## src/rtl/wb_team_interconnect.sv

```systemverilog
// Purpose: Wishbone slave-side decoder routing one master to gpio/la control blocks and up to 14 team designs.
// Latency: target ack at cycle k -> wbs_ack_o at k+1; decode error or timeout answered one cycle after detection.
// Backpressure: one transaction in flight; a waiting target holds the master until ack, timeout or master abort.
module wb_team_interconnect #(
    parameter int          NUM_TEAMS      = 1,
    parameter int          TIMEOUT_CYCLES = 255,
    parameter logic [11:0] BASE_ADDR      = 12'h300
) (
    input  logic                      wb_clk_i,
    input  logic                      wb_rst_i,
    input  logic                      wbs_cyc_i,
    input  logic                      wbs_stb_i,
    input  logic [31:0]               wbs_adr_i,
    output logic                      wbs_ack_o,
    output logic [31:0]               wbs_dat_o,
    output logic [31:0]               adr_truncated,
    output logic [NUM_TEAMS-1:0]      designs_stb,
    output logic                      gpio_control_stb,
    output logic                      la_control_stb,
    input  logic [32*NUM_TEAMS-1:0]   designs_dat_o,
    input  logic [NUM_TEAMS-1:0]      designs_ack_o,
    input  logic [31:0]               gpio_control_dat_o,
    input  logic [31:0]               la_control_dat_o,
    input  logic                      gpio_control_ack_o,
    input  logic                      la_control_ack_o,
    output logic                      err_o,
    output logic [7:0]                timeout_count
);

    typedef enum logic [1:0] {
        ST_IDLE   = 2'd0,
        ST_ACTIVE = 2'd1,
        ST_RESP   = 2'd2
    } state_t;

    localparam logic [3:0] LP_SLOT_GPIO = 4'd0;
    localparam logic [3:0] LP_SLOT_LA   = 4'd15;
    localparam logic [3:0] LP_MAX_TEAM  = 4'(NUM_TEAMS);
    localparam logic [7:0] LP_WAIT_LAST = 8'(TIMEOUT_CYCLES - 1);

    state_t      r_state;
    state_t      w_state_nxt;
    logic [3:0]  r_slot;
    logic [31:0] r_dat;
    logic        r_is_err;
    logic [7:0]  r_wait;
    logic [7:0]  r_timeout_count;

    logic        w_req;
    logic [3:0]  w_slot;
    logic        w_slot_mapped;
    logic        w_adr_valid;
    logic        w_sel_ack;
    logic [31:0] w_sel_dat;
    logic        w_accept;
    logic        w_dec_err;
    logic        w_tgt_ack;
    logic        w_tmo;

    assign w_req         = wbs_cyc_i & wbs_stb_i;
    assign w_slot        = wbs_adr_i[19:16];
    assign w_slot_mapped = (w_slot == LP_SLOT_GPIO) || (w_slot == LP_SLOT_LA) ||
                           ((w_slot >= 4'd1) && (w_slot <= LP_MAX_TEAM));
    assign w_adr_valid   = (wbs_adr_i[31:20] == BASE_ADDR) && w_slot_mapped;
    assign adr_truncated = {16'h0000, wbs_adr_i[15:0]};

    // Ack/data of the latched target only; every other target's ack is ignored.
    always_comb begin
        w_sel_ack = 1'b0;
        w_sel_dat = 32'h0;
        if (r_slot == LP_SLOT_GPIO) begin
            w_sel_ack = gpio_control_ack_o;
            w_sel_dat = gpio_control_dat_o;
        end else if (r_slot == LP_SLOT_LA) begin
            w_sel_ack = la_control_ack_o;
            w_sel_dat = la_control_dat_o;
        end else begin
            for (int t = 0; t < NUM_TEAMS; t++) begin
                if (r_slot == 4'(t + 1)) begin
                    w_sel_ack = designs_ack_o[t];
                    w_sel_dat = designs_dat_o[32*t +: 32];
                end
            end
        end
    end

    // Target strobes follow the master strobe only while waiting on the latched target.
    always_comb begin
        designs_stb      = '0;
        gpio_control_stb = 1'b0;
        la_control_stb   = 1'b0;
        if ((r_state == ST_ACTIVE) && w_req) begin
            if (r_slot == LP_SLOT_GPIO) begin
                gpio_control_stb = 1'b1;
            end else if (r_slot == LP_SLOT_LA) begin
                la_control_stb = 1'b1;
            end else begin
                for (int t = 0; t < NUM_TEAMS; t++) begin
                    if (r_slot == 4'(t + 1)) begin
                        designs_stb[t] = 1'b1;
                    end
                end
            end
        end
    end

    // Event decode; a master abort takes priority, and ack beats a coincident timeout.
    always_comb begin
        w_accept  = (r_state == ST_IDLE) && w_req && w_adr_valid;
        w_dec_err = (r_state == ST_IDLE) && w_req && !w_adr_valid;
        w_tgt_ack = (r_state == ST_ACTIVE) && wbs_cyc_i && w_sel_ack;
        w_tmo     = (r_state == ST_ACTIVE) && wbs_cyc_i && !w_sel_ack &&
                    (r_wait == LP_WAIT_LAST);
    end

    // Next-state logic.
    always_comb begin
        w_state_nxt = r_state;
        case (r_state)
            ST_IDLE: begin
                if (w_accept) begin
                    w_state_nxt = ST_ACTIVE;
                end else if (w_dec_err) begin
                    w_state_nxt = ST_RESP;
                end
            end
            ST_ACTIVE: begin
                if (!wbs_cyc_i) begin
                    w_state_nxt = ST_IDLE;
                end else if (w_tgt_ack || w_tmo) begin
                    w_state_nxt = ST_RESP;
                end
            end
            ST_RESP: w_state_nxt = ST_IDLE;
            default: w_state_nxt = ST_IDLE;
        endcase
    end

    // State register.
    always_ff @(posedge wb_clk_i or posedge wb_rst_i) begin
        if (wb_rst_i) begin
            r_state <= ST_IDLE;
        end else begin
            r_state <= w_state_nxt;
        end
    end

    // Latched slot, response data/error flag, wait counter and saturating timeout count.
    always_ff @(posedge wb_clk_i or posedge wb_rst_i) begin
        if (wb_rst_i) begin
            r_slot          <= 4'd0;
            r_dat           <= 32'h0;
            r_is_err        <= 1'b0;
            r_wait          <= 8'd0;
            r_timeout_count <= 8'd0;
        end else begin
            if ((r_state == ST_IDLE) && w_req) begin
                r_slot <= w_slot;
            end
            if (r_state == ST_ACTIVE) begin
                r_wait <= r_wait + 8'd1;
            end else begin
                r_wait <= 8'd0;
            end
            if (w_dec_err) begin
                r_dat    <= 32'hBADA_DD00 | {28'h0, w_slot};
                r_is_err <= 1'b1;
            end else if (w_tgt_ack) begin
                r_dat    <= w_sel_dat;
                r_is_err <= 1'b0;
            end else if (w_tmo) begin
                r_dat    <= 32'hDEAD_0000 | {28'h0, r_slot};
                r_is_err <= 1'b1;
            end
            if (w_tmo && (r_timeout_count != 8'hFF)) begin
                r_timeout_count <= r_timeout_count + 8'd1;
            end
        end
    end

    assign wbs_ack_o     = (r_state == ST_RESP);
    assign wbs_dat_o     = wbs_ack_o ? r_dat : 32'h0;
    assign err_o         = wbs_ack_o & r_is_err;
    assign timeout_count = r_timeout_count;

endmodule
```

## config.mk

```make
export PLATFORM = sky130hd
export DESIGN_NAME = wb_team_interconnect
export DESIGN_NICKNAME = d
export VERILOG_FILES = /design/src/rtl/wb_team_interconnect.sv
export SDC_FILE = /design/constraint.sdc
export NUM_CORES = 1
export LEC_CHECK = 0
export BUFFER_PORTS_ARGS = -buffer_cell sky130_fd_sc_hd__buf_2
export CORE_MARGIN = 2
export CORE_UTILIZATION = 40
export DETAILED_ROUTE_END_ITERATION = 8
export PLACE_DENSITY_LB_ADDON = 0.2
export SETUP_SLACK_MARGIN = 0.2
export SYNTH_ARGS = -nofsm -noshare
export SYNTH_HDL_FRONTEND = slang
export SYNTH_SLANG_ARGS = --single-unit
```

## constraint.sdc

```tcl
create_clock -name wb_clk_i -period 1.95 [get_ports wb_clk_i]
set_clock_uncertainty 0.05 [all_clocks]
set_input_delay 0.39 -clock wb_clk_i [delete_from_list [all_inputs] [get_ports wb_clk_i]]
set_output_delay 0.39 -clock wb_clk_i [all_outputs]
set_load 0.03 [all_outputs]
```

==> out/summary.md <==
In this run the worst path has a maximum fanout of 5. In the final routed layout, each cell accounts on average for 17.5 um. Setup repair after global routing could not meet its margin everywhere. Areal power density over the cells: 503 nW/um^2.

Wires add up to 12600 um. In the final design database the tool counted 747 nets. For this run, the number of Yosys warnings is 0.

Counting I/O delays and the setup requirement, the final critical path takes 2140 ps. By area the synthesized netlist is led by sky130_fd_sc_hd__dfrtp_1, sky130_fd_sc_hd__buf_4, sky130_fd_sc_hd__and2_1. The H-tree was split into 2 levels.

The pre-antenna-repair detailed-routing pass consisted of 4 iterations. Leading register cell type out of synthesis: sky130_fd_sc_hd__dfrtp_1. The worst setup path is launched from a register.

The logs give 56 for the largest net degree at the start of global routing and 38.1% for the part of the Yosys area used for sequential elements. The initialized floorplan defines 34 standard-cell rows. After layout, the worst path uses 110% of the clock period. Number of max-slew violations in the final report: 0. The final critical-path setup slack is -193 ps.

The class of the worst hold path is primary input to async pin. For the number of unique standard cell types used by synthesis, the log shows 51. At the worst endpoint, the required time is 1510 ps.

The checks that failed: negative setup slack. STA classifies the critical path endpoint as an output port. The detail route stage leaves a number of antenna-violating nets equal to 0.

The setup total negative slack came out at -5770 ps. Clock latency of the later-clocked register in the worst-skew pair: 310 ps. The clock drives 55 sinks. The die covers 9800 um^2.

Total power for the finished layout comes to 2.93 mW. Traced cell by cell, the critical path runs through or4_4, buf_8, nor2_4, buf_6. For the worst setup path, the data arrival time is 1700 ps.

After clock tree synthesis, the clock-pin slew on the worst setup and hold paths is 100 ps. Synthesis produced 407 cells. The mapped netlist covers 3610 um^2. The effective utilization at floorplan was 41.4%.

The floorplan step defined a core boundary enclosing 8720 um^2. The count of vias placed by the detailed router was 3897; the fmax was 467 MHz. The global route total overflow came out at 0.

Once detailed placement completed, the half-perimeter wirelength came to 8340 um. The first global-routing pass estimated 17800 um of wire. Clock tree synthesis inserted a total of 5 buffers.

By startpoint and endpoint, the worst setup path is classified as register to output port. The count of state elements after synthesis was 55. The peak supply drop is 0.000290 V. The run finished, with violations left. In the post-synthesis netlist, the cell with the most instances is sky130_fd_sc_hd__dfrtp_1.

The logs give 0.864 for the final weighted congestion in routability-driven placement and 66.8% for the utilization after layout. On the worst path, the slowest cell contributes a delay of 570 ps. The tools report the library cell used as clock root buffer as sky130_fd_sc_hd__clkbuf_8. The first routing iteration left 222 violations.

For the final hold violation count, the log shows 0. The initial antenna violation count was 1. TritonCTS built the clock tree. For the worst flop-to-flop path, the logic depth is 7.

The total track usage came out at 22.6%. Die boundary height: 99.0 um. Counting along the longest clock path gives a buffer depth of 2. The count of buffers added on input and output ports is 163. The top cell type's share of synthesized area is 38.1%. The largest total area in the synthesized netlist belongs to sky130_fd_sc_hd__dfrtp_1. Sorting the synthesized cells by how often they occur yields sky130_fd_sc_hd__dfrtp_1, sky130_fd_sc_hd__nand2_1, sky130_fd_sc_hd__buf_4, sky130_fd_sc_hd__and2_1, sky130_fd_sc_hd__nor2_1. The count of endpoints failing setup in the final report came out at 66. The number of enable-type register cells in the synthesized netlist came out at 0. Of the cells placed in the final design, the portion with a size suffix greater than 1 is 57.4%.

For this design the top-level I/O count stands at 212. Relative to the synthesized area, the layout overhead comes to 61.3%. The number of global-route vias before repair was 3710. For this run, design rule violations remaining after detail routing come to 0. Summed over all cells, the static leakage comes to 2.71 nW. Of all flip-flops after synthesis, the portion carrying an async set or reset was 100%.

Using the TritonRoute via totals, the vias-per-cell ratio works out to 5.42. The library cell contributing the largest single delay on the critical path is sky130_fd_sc_hd__or4_4. The number of hold-repair buffers added at the cts stage is 0, and the average instance area after synthesis is 8.87 um^2.

The chip width was 99.0 um; the max-cap check violation count was 0.
[flip-flops by register name, summed over array words and instances (netlist names)]
name,count
timeout_count,8
r_is_err,1
r_state,2
r_wait,8
r_slot,4
r_dat,32
[through the flow]
| stage | instances | instance area, um^2 | setup WS, ps | hold WS [ps] |
|---|---|---|---|---|
| floorplan | 422 | 3710 | 4.44 | 391 |
| global placement | 676 | 4620 | -264 | 407 |
| detailed placement | 676 | 4620 | -348 | 415 |
| CTS | 704 | 5380 | -180 | 109 |
| global route | 719 | 5830 | -243 | 125 |
| finish | 719 | 5830 | -193 | 84.0 |
[worst max-delay path, delay by kind of cell, from the launching register on]
family | cells | cell delay, ps
buffers and inverters | 2 | 290
DFF | 1 | 450
and+or+nand+nor | 2 | 660
[path summary, 6_finish.rpt]
kind                                  startpoint                      endpoint  slack (ps)
setup reg to reg           r_slot[2]$_DFFE_PP0P_  timeout_count[5]$_DFFE_PP0P_        -170
max in group asynchronous               wb_rst_i         r_slot[3]$_DFFE_PP0P_        1480
hold reg to reg             r_is_err$_DFFE_PP0P_          r_is_err$_DFFE_PP0P_         440
hold / removal                          wb_rst_i         r_dat[24]$_DFFE_PP0P_          80
min in group wb_clk_i       la_control_dat_o[23]         r_dat[23]$_DFFE_PP0P_         270
setup / recovery           r_slot[2]$_DFFE_PP0P_              gpio_control_stb        -190
[timing repair]
action | CTS | global route
buffers inserted | 16 | 10
cloned | 4 | 4
resized for setup | 155 | 58
pin swaps | 47 | 28
setup endpoints to repair | 80 | 80
[area by class of cell]
cell class	instances	area (um^2)
antenna	1	2.50
clock buffer	7	86.3
clock inverter	1	8.76
fill	691	2900
inverter	7	33.8
multi-input combinational	304	2360
sequential	55	1380
tap	108	135
timing repair buffer	236	1820
[placed cells by master (no fill, tap or decap), types with 3 or more instances in the layout]
cell type and count:
sky130_fd_sc_hd__nand2_1 34, sky130_fd_sc_hd__a21oi_2 4, sky130_fd_sc_hd__conb_1 16, sky130_fd_sc_hd__nor2_4 4
sky130_fd_sc_hd__and2_4 33, sky130_fd_sc_hd__buf_6 62, sky130_fd_sc_hd__nor2_1 19, sky130_fd_sc_hd__inv_1 3
sky130_fd_sc_hd__a221oi_4 3, sky130_fd_sc_hd__nor2_2 4, sky130_fd_sc_hd__nor4_1 3, sky130_fd_sc_hd__mux2i_1 13
sky130_fd_sc_hd__nor3_4 6, sky130_fd_sc_hd__a21oi_1 17, sky130_fd_sc_hd__clkbuf_8 6, sky130_fd_sc_hd__a31oi_1 4
sky130_fd_sc_hd__ha_1 3, sky130_fd_sc_hd__nand2_2 3, sky130_fd_sc_hd__a221oi_2 7, sky130_fd_sc_hd__o21ai_0 21
sky130_fd_sc_hd__nor3_1 9, sky130_fd_sc_hd__dfrtp_1 53, sky130_fd_sc_hd__buf_2 126, sky130_fd_sc_hd__nor3_2 8
sky130_fd_sc_hd__nor4_2 4, sky130_fd_sc_hd__o2bb2ai_1 10, sky130_fd_sc_hd__xor2_1 9, sky130_fd_sc_hd__a22o_1 4
sky130_fd_sc_hd__o22ai_2 3, sky130_fd_sc_hd__buf_12 4, sky130_fd_sc_hd__a221o_1 10, sky130_fd_sc_hd__buf_4 38
sky130_fd_sc_hd__mux2_2 4, sky130_fd_sc_hd__nand3_1 12, sky130_fd_sc_hd__buf_8 3
[logic make-up (layout without fill, tap and decap cells)]
| logic type | Yosys count | after routing | synth area share, % |
|---|---|---|---|
| mux | 17 | 17 | 4.85 |
| compound gates | 98 | 98 | 19.4 |
| simple gates | 156 | 159 | 23.0 |
| fa+ha+maj | 3 | 3 | 1.04 |
| other cells | 1 | 17 | 0.104 |
| flops | 55 | 55 | 38.1 |
| xor+xnor | 11 | 11 | 2.67 |
| buf+inv | 66 | 251 | 10.8 |
[layer usage]
| layer | share of wire, % | wire length (um) | GRT usage, % |
|---|---|---|---|
| met1 | 39 | 4960 | 28.3 |
| met4 | 2.3 | 286 | 6.43 |
| met2 | 52 | 6530 | 40.2 |
| met5 | 0 | 0 | 0 |
| met3 | 6.3 | 788 | 3.62 |
[power breakdown]
| part | total (mW) | switching [mW] | leakage (nW) | internal (mW) |
|---|---|---|---|---|
| logic | 1.06 | 0.563 | 2.01 | 0.500 |
| registers | 1.20 | 0.0300 | 0.657 | 1.17 |
| clock network | 0.670 | 0.377 | 0.0484 | 0.292 |
Note: power is estimated with default switching activity, not from simulation.
